## config.mk

```make
export PLATFORM = sky130hd
export DESIGN_NAME = ram_to_uart_tx_flat
export DESIGN_NICKNAME = d
export VERILOG_FILES = /design/src/rtl/ram_to_uart_tx_pkg.sv /design/src/rtl/ram_to_uart_tx_if.sv /design/src/rtl/ram_to_uart_tx_serializer.sv /design/src/rtl/ram_to_uart_tx.sv /design/src/flat_wrapper.sv
export SDC_FILE = /design/constraint.sdc
export NUM_CORES = 1
export LEC_CHECK = 0
export CAP_MARGIN = 20
export CORE_ASPECT_RATIO = 1.2
export CORE_MARGIN = 4
export CORE_UTILIZATION = 28
export CTS_BUF_LIST = sky130_fd_sc_hd__clkbuf_4
export DETAILED_ROUTE_END_ITERATION = 8
export DONT_BUFFER_PORTS = 1
export HOLD_SLACK_MARGIN = 0.03
export PLACE_DENSITY_LB_ADDON = 0.1
export SETUP_SLACK_MARGIN = 0.3
export SYNTH_ARGS = -nofsm -noshare
export SYNTH_HDL_FRONTEND = slang
export SYNTH_SLANG_ARGS = --single-unit
```

## constraint.sdc

```tcl
create_clock -name clk -period 2.9 [get_ports clk]
set_clock_uncertainty 0.2 [all_clocks]
set_input_delay 0.58 -clock clk [delete_from_list [all_inputs] [get_ports clk]]
set_output_delay 0.58 -clock clk [all_outputs]
set_load 0.01 [all_outputs]
```

## src/rtl/ram_to_uart_tx_pkg.sv

```systemverilog
// ram_to_uart_tx_pkg: shared FSM encoding and UART framing constants
package ram_to_uart_tx_pkg;
  localparam int UART_FRAME_BITS = 10;
  localparam int DEFAULT_CLKS_PER_BIT = 5208;
  typedef enum logic [2:0] {IDLE, RD_REQ, RD_WAIT, LOAD, SEND, DONE} state_e;
endpackage

```

## src/rtl/ram_to_uart_tx_if.sv

```systemverilog
// ram_to_uart_tx_if: RAM read port shared between the dumper and the memory
interface ram_to_uart_tx_if #(
  parameter int ADDR_WIDTH = 16
);
  logic [ADDR_WIDTH-1:0] ramAddr;
  logic ramReadEnable;
  logic [7:0] ramDataIn;
  modport master (output ramAddr, output ramReadEnable, input ramDataIn);
  modport slave (input ramAddr, input ramReadEnable, output ramDataIn);
endinterface

```

## src/rtl/ram_to_uart_tx_serializer.sv

```systemverilog
// ram_to_uart_tx_serializer: 8N1 LSB-first UART transmitter with one-cycle done pulse
module ram_to_uart_tx_serializer
  import ram_to_uart_tx_pkg::*;
#(
  parameter int CLKS_PER_BIT = DEFAULT_CLKS_PER_BIT
) (
  input  logic       clk,
  input  logic       reset,
  input  logic       txStart,
  input  logic [7:0] txData,
  output logic       txOut,
  output logic       txDone,
  output logic       txBusy
);
  localparam int CW = CLKS_PER_BIT > 1 ? $clog2(CLKS_PER_BIT) : 1;
  localparam logic [CW-1:0] LAST_TICK = CW'(CLKS_PER_BIT - 1);
  localparam logic [3:0] LAST_BIT = 4'(UART_FRAME_BITS - 1);
  logic [CW-1:0] cnt_q;
  logic [3:0] idx_q;
  logic [UART_FRAME_BITS-1:0] shift_q;
  logic busy_q;
  logic bit_end;
  assign bit_end = busy_q && cnt_q == LAST_TICK;
  assign txDone = bit_end && idx_q == LAST_BIT;
  assign txOut = shift_q[0];
  assign txBusy = busy_q;
  always_ff @(posedge clk)
    if (reset) begin
      busy_q <= 1'b0;
      cnt_q <= '0;
      idx_q <= '0;
      shift_q <= '1;
    end else if (!busy_q) begin
      if (txStart) begin
        busy_q <= 1'b1;
        cnt_q <= '0;
        idx_q <= '0;
        shift_q <= {1'b1, txData, 1'b0};
      end
    end else if (bit_end) begin
      cnt_q <= '0;
      idx_q <= idx_q + 4'd1;
      shift_q <= {1'b1, shift_q[UART_FRAME_BITS-1:1]};
      busy_q <= !txDone;
    end else begin
      cnt_q <= cnt_q + CW'(1);
    end
endmodule

```

## src/rtl/ram_to_uart_tx.sv

```systemverilog
// ram_to_uart_tx: dumps NUM_WORDS RAM bytes from BASE_ADDR over a UART TX line
module ram_to_uart_tx
  import ram_to_uart_tx_pkg::*;
#(
  parameter int ADDR_WIDTH = 16,
  parameter logic [ADDR_WIDTH-1:0] BASE_ADDR = '0,
  parameter int NUM_WORDS = 256,
  parameter int CLKS_PER_BIT = DEFAULT_CLKS_PER_BIT
) (
  input  logic clk,
  input  logic reset,
  input  logic start,
  ram_to_uart_tx_if.master ram,
  output logic txOut,
  output logic busy,
  output logic RAM2UARTCompleted
);
  localparam logic [ADDR_WIDTH:0] LAST_CNT = (ADDR_WIDTH + 1)'(NUM_WORDS - 1);
  state_e state_q;
  logic [ADDR_WIDTH:0] count_q;
  logic [ADDR_WIDTH-1:0] ram_addr_q;
  logic [7:0] byte_q;
  logic ram_re_q, busy_q, done_q, tx_start_q;
  logic tx_done, tx_busy;
  assign ram.ramAddr = ram_addr_q;
  assign ram.ramReadEnable = ram_re_q;
  assign busy = busy_q || tx_busy;
  assign RAM2UARTCompleted = done_q;
  always_ff @(posedge clk)
    if (reset) begin
      state_q <= IDLE;
      count_q <= '0;
      ram_addr_q <= BASE_ADDR;
      byte_q <= '0;
      ram_re_q <= 1'b0;
      busy_q <= 1'b0;
      done_q <= 1'b0;
      tx_start_q <= 1'b0;
    end else begin
      ram_re_q <= 1'b0;
      tx_start_q <= 1'b0;
      case (state_q)
        IDLE, DONE:
          if (start) begin
            state_q <= RD_REQ;
            count_q <= '0;
            ram_addr_q <= BASE_ADDR;
            ram_re_q <= 1'b1;
            busy_q <= 1'b1;
            done_q <= 1'b0;
          end
        RD_REQ: state_q <= RD_WAIT;
        RD_WAIT: begin
          state_q <= LOAD;
          byte_q <= ram.ramDataIn;
          tx_start_q <= 1'b1;
        end
        LOAD: state_q <= SEND;
        SEND:
          if (tx_done) begin
            if (count_q == LAST_CNT) begin
              state_q <= DONE;
              busy_q <= 1'b0;
              done_q <= 1'b1;
            end else begin
              state_q <= RD_REQ;
              count_q <= count_q + (ADDR_WIDTH + 1)'(1);
              ram_addr_q <= ram_addr_q + ADDR_WIDTH'(1);
              ram_re_q <= 1'b1;
            end
          end
        default: state_q <= IDLE;
      endcase
    end
  ram_to_uart_tx_serializer #(.CLKS_PER_BIT(CLKS_PER_BIT)) u_ser (
    .clk(clk),
    .reset(reset),
    .txStart(tx_start_q),
    .txData(byte_q),
    .txOut(txOut),
    .txDone(tx_done),
    .txBusy(tx_busy)
  );
endmodule

```

## src/flat_wrapper.sv

```systemverilog
// flat-port wrapper written by rule: the top's interface ports become plain ports
module ram_to_uart_tx_flat import ram_to_uart_tx_pkg::*;
#(
  parameter int ADDR_WIDTH = 16,
  parameter logic [ADDR_WIDTH-1:0] BASE_ADDR = '0,
  parameter int NUM_WORDS = 256,
  parameter int CLKS_PER_BIT = DEFAULT_CLKS_PER_BIT
)
  (clk, reset, start, txOut, busy, RAM2UARTCompleted, ram_ramAddr, ram_ramReadEnable, ram_ramDataIn);
  ram_to_uart_tx_if #(.ADDR_WIDTH(ADDR_WIDTH)) ram_i ();
  input  logic clk;
  input  logic reset;
  input  logic start;
  output logic txOut;
  output logic busy;
  output logic RAM2UARTCompleted;
  output wire logic [$bits(ram_i.ramAddr)-1:0] ram_ramAddr;
  output wire logic [$bits(ram_i.ramReadEnable)-1:0] ram_ramReadEnable;
  input wire logic [$bits(ram_i.ramDataIn)-1:0] ram_ramDataIn;
  assign ram_ramAddr = ram_i.ramAddr;
  assign ram_ramReadEnable = ram_i.ramReadEnable;
  assign ram_i.ramDataIn = ram_ramDataIn;
  ram_to_uart_tx #(.ADDR_WIDTH(ADDR_WIDTH), .BASE_ADDR(BASE_ADDR), .NUM_WORDS(NUM_WORDS), .CLKS_PER_BIT(CLKS_PER_BIT)) u_core (.clk(clk), .reset(reset), .start(start), .ram(ram_i), .txOut(txOut), .busy(busy), .RAM2UARTCompleted(RAM2UARTCompleted));
endmodule
```

### Yosys cells after proc, flatten, opt, wreduce, memory -nomap -nowiden

Cells that the tools add are included.

* bits in registers: 76
* output and inout bits: 20
* word-level logic and storage cells: 78

* $add $sub $neg: 4
* equality and inequality tests: 13
* muxes and demuxes: 37
* reductions and logical operators: 12

Operator list (count)
* two-way mux 17 bit: 3
* two-way mux 16 bit: 3
* two-way mux 13 bit: 3
* case mux 17 bit (2 select lines): 1
* case mux 16 bit (2 select lines): 1
* two-way mux 10 bit: 3
* adder 17 x 1 -> 17 bit, second input constant: 1
* equality test 17 x 8 -> 1 bit, second input constant: 1
* adder 16 x 1 -> 16 bit, second input constant: 1
* case mux 3 bit (5 select lines): 1
* adder 13 x 1 -> 13 bit, second input constant: 1
* equality test 13 bit, second input constant: 1
* two-way mux 1 bit: 13
* two-way mux 4 bit: 3
* two-way mux 3 bit: 3
* AND reduction 4 bit: 2
* equality test 3 x 2 -> 1 bit, second input constant: 2
* equality test 3 bit, second input constant: 2
* inequality test 2 bit, second input constant: 3
* case mux 1 bit (2 select lines): 3
* adder 4 x 1 -> 4 bit, second input constant: 1
* equality test 4 bit, second input constant: 1
* inequality test 2 x 1 -> 1 bit, second input constant: 2
* AND reduction 2 bit: 2
* other kinds (7): 9

### Depth between registers and ports, before layout

* depth after elaboration: 6
* depth in mapped cells: 8

### Hierarchy

A second synthesis with hierarchy kept.

* cell total of the unflattened synthesis: 448
* area, all modules: 3942.5 um2

By module, submodules not included
* ram_to_uart_tx: times used 1, cells an instance 283, area each 2511.2 um2
* ram_to_uart_tx_serializer: times used 1, cells an instance 165, area each 1431.4 um2

### Least setup slack after synthesis

No wires, ideal clock.

* path kind: register to register
* start: register u_core.u_ser.cnt_q[9]
* end: register u_core.ram_addr_q[12], in the netlist u_core.ram.ramAddr[12]
* library setup time: 0.074 ns
* data arrival time: 2.202 ns
* path slack: 0.424 ns
* cell stages (with the launch flop): 6
* path buffers: 0
* clock period less this slack: 2.476 ns
* cells stage by stage: dfxtp_1 -> or4b_4 -> or4_4 -> a211oi_4 -> or3b_1 -> a31oi_1

* word-level cells in the longest chain between the ends: 5

Ends and longest elaborated chain
* from (decl): RTL line ram_to_uart_tx_serializer.sv:18 `logic [CW-1:0] cnt_q;`
* from (signal assigned): RTL line ram_to_uart_tx_serializer.sv:46 `cnt_q <= cnt_q + CW'(1);`
* equality test 13 bit: RTL line ram_to_uart_tx_serializer.sv:23 `assign bit_end = busy_q && cnt_q == LAST_TICK;`
* logical AND 1 bit: RTL line ram_to_uart_tx_serializer.sv:23
* logical AND 1 bit: RTL line ram_to_uart_tx_serializer.sv:24 `assign txDone = bit_end && idx_q == LAST_BIT;`
* inequality test 2 bit (no source line)
* AND reduction 4 bit (no source line)
* to (signal assigned): RTL line ram_to_uart_tx.sv:68 `ram_addr_q <= ram_addr_q + ADDR_WIDTH'(1);`
* to (decl): RTL line ram_to_uart_tx.sv:21 `logic [ADDR_WIDTH-1:0] ram_addr_q;`

No other way between the ends.
A chain may end at the register's enable or synchronous reset.

### Worst setup path in the final report

* start: register u_core.u_ser.cnt_q[1]
* end: register u_core.ram_addr_q[6], in the netlist u_core.ram.ramAddr[6]

The elaborated chain is that of the path after synthesis.

==> impl_metrics.ini <==
[finish]
area_growth_pct = 11.6
n_antenna_cell = 0
multi_input_area_um2 = 2130
n_fill_cell = 1418
drive_above_1_share = 0.116
finalNetCount = 459
seqCellArea_um2 = 1510

[grt]
grt_pass1_wl_mm = 16.4
overflow = 0
grt_use_total = 0.135
grt_max_degree = 45
grt_pass1_vias = 3128
antenna_found_initial = 0

[drt]
dr.max_layer_used = met4
drt_iter0_markers = 120
wl_met2_mm = 4.75
met3_length_um = 407
viasPerCell = 5.42
drc = 0
vias = 3336
dr.pass1.iters = 6
met1_length_mm = 4.53
wl_mm = 9.95
ant_nets = 0
wire_per_inst_um = 16.1

[critical_path]
setup.worst_path.class = flip-flop to flip-flop
crit_path_start_kind = flip-flop
cp.arrival_ps = 2710
critPathMaxFanout = 6
worstPathRequired_ps = 3110
critPathTopFamily = simple AND/OR/NAND/NOR gates
slowest_stage = or4_1
critical_path.max_stage_delay_ps = 600
cp-end-kind = flip-flop
crit_chain = ha_2 -> nand4b_1 -> or4_1 -> a311o_1 -> or3_1 -> mux2i_1
cp_num_buf_inv = 0

[logic_synthesis]
synth_edf_count = 0
ys_types = 58
ys_seq_area_frac = 0.397
syn_area_per_cell_um2 = 8.68
syn_inst = 436
yosys.area.top_type = dfxtp_1
ys_ff_latch = 75
ys.flop_type = dfxtp_1
synthTopCellsByArea = dfxtp_1, mux2i_1, nand2_1
yosysTopAreaCellShare = 0.397
yosys_warnings = 0
synthArstFlopShare = 0
syn-cell-area_um2 = 3780
synth_nets = 452

[floorplanning]
start_util = 0.286
io_pins = 31
die-area_um2 = 15400
die_y_um = 135
core-area_um2 = 13200
die_w_um = 114
rows = 46

[sta]
finalCriticalPeriod_ps = 2500
tightest_slew_ps = 690
finalWorstSetupSlack_ps = 396
tns_ps = 0
hold_viol = 0
finalSetupViolations = 0
min_period_over_period = 0.864
clock.fmax_ghz = 0.399
slew_headroom = 0.538
rsz0062_at_grt = no
maxSlewViolCount = 0

[power_and_ir_drop]
ir_drop_mv = 0.270
p_per_area_nw_per_um2 = 477
p_leak_uw = 0.00143

[job]
max_cap_viol_count = 0

[cts]
clk_pin_slew_ps = 130
cts_buffers = 9
cts_setup_buffers = 0
root_buffer = clkbuf_4
cts.path.max_buffers = 2
clkSinkCount = 75
htreeDepth = 3
cts_tree = built
clock_latency_ps = 470

[placed_design]
hpwl_mm = 6.61
io_buffers = 0
dpl_worst_slack_ps = 399
gp_congestion = 0.760

[status]
outcome = finished, final reports clean

[min_path]
hold_path.class = input pin to flip-flop
-- timing repair --
action | in CTS | in global routing
endpoints found under the hold margin | 43 | 0
gates resized for setup | 0 | 5
hold buffers | 8 | 0
setup endpoints to repair | 0 | 15
-- worst register-to-register path, delay by kind of cell (launching register included) --
family | cells | cell delay [ps]
muxes | 1 | 120
and+or+nand+nor | 3 | 1220
adders and majority gates | 1 | 220
DFF | 1 | 400
AOI/OAI and AO/OA | 1 | 300
-- final timing paths --
| kind | start | end | slack [ps] | cells after the start |
|---|---|---|---|---|
| setup / recovery | u_core.u_ser.cnt_q[1] | u_core.ram.ramAddr[6] | 400 | 6 |
| hold / removal | reset | u_core.ram.ramAddr[6] | 80 | 2 |
| hold reg to reg | u_core.u_ser.shift_q[4] | u_core.u_ser.shift_q[4] | 300 | 2 |
| setup reg to reg | u_core.u_ser.cnt_q[1] | u_core.ram.ramAddr[6] | 400 | 6 |
-- final cells by class --
| type | count | area share |
|---|---|---|
| timing repair buffer | 21 | 0.0483 |
| sequential | 75 | 0.356 |
| clock buffer | 9 | 0.0160 |
| tap | 168 | 0.0497 |
| clock inverter | 7 | 0.0181 |
| inverter | 8 | 0.00711 |
| multi-input combinational | 328 | 0.505 |
-- stage by stage --
| stage | cell area, um2 | cells | total power (uW) | hold WS [ps] | utilization |
|---|---|---|---|---|---|
| 2_1_floorplan | 3780 | 436 | 1290 | 242 | - |
| 3_3_place_gp | 3980 | 592 | 1330 | 266 | 0.301 |
| 3_5_place_dp | 3980 | 592 | 1330 | 275 | 0.301 |
| 4_1_cts | 4220 | 616 | 2070 | 34.7 | 0.318 |
| 5_1_grt | 4230 | 616 | 2130 | 36.8 | 0.319 |
| 6_report | 4230 | 616 | 2010 | 81.5 | 0.319 |
-- power breakdown --
part	internal (uW)	total, uW	switching [uW]
combinational	83.7	229	145
clock	268	692	424
sequential	1070	1090	28.0
total	1420	2010	597
-- logic make-up after synthesis --
kind of cell,count (synthesis),synth area share
and+or+nand+nor,190,0.265
AOI/OAI and AO/OA,107,0.211
DFF,75,0.397
buffers and inverters,33,0.0430
muxes,22,0.0582
adders and majority gates,5,0.0165
xor gates and xnor gates,4,0.00926
-- metal layers --
layer,global-route usage,vias up
li1,-,1661
met1,0.161,1606
met5,0,-
met3,0.0433,23
met2,0.220,46
met4,0.0607,0
-- layout by cell type, fill, tap and decap left out, types with 7 or more instances in the layout --
| master | count |
|---|---|
| dfxtp_1 | 72 |
| nand2_1 | 52 |
| nor2_1 | 33 |
| a21oi_1 | 32 |
| nand3_1 | 27 |
| mux2i_1 | 22 |
| o21ai_0 | 15 |
| a2111o_1 | 14 |
| nor3_1 | 13 |
| o2111ai_1 | 13 |
| buf_4 | 11 |
| nand4_1 | 10 |
| clkbuf_4 | 9 |
| inv_1 | 8 |
| o211ai_1 | 8 |
| or2_2 | 7 |
| dlygate4sd3_1 | 7 |
-- state kept, by name, indices dropped and copies added (netlist names) --
register / flops
u_core.tx_start_q: 1
u_core.RAM2UARTCompleted: 1
u_core.u_ser.shift_q: 9
u_core.u_ser.txBusy: 1
u_core.byte_q: 8
u_core.ram.ramAddr: 16
u_core.state_q: 3
u_core.count_q: 17
u_core.u_ser.cnt_q: 13
u_core.busy_q: 1
u_core.u_ser.idx_q: 4
u_core.ram.ramReadEnable: 1
-- synthesized netlist by cell type (10+ instances only) --
cell	number
nand4_1	10
clkbuf_1	19
mux2i_1	22
nand3_1	27
nor3_1	13
a21oi_1	32
o21ai_0	15
dfxtp_1	75
o2111ai_1	13
a2111o_1	14
nand2_1	52
nor2_1	33
(Power assumes the default switching activity.)
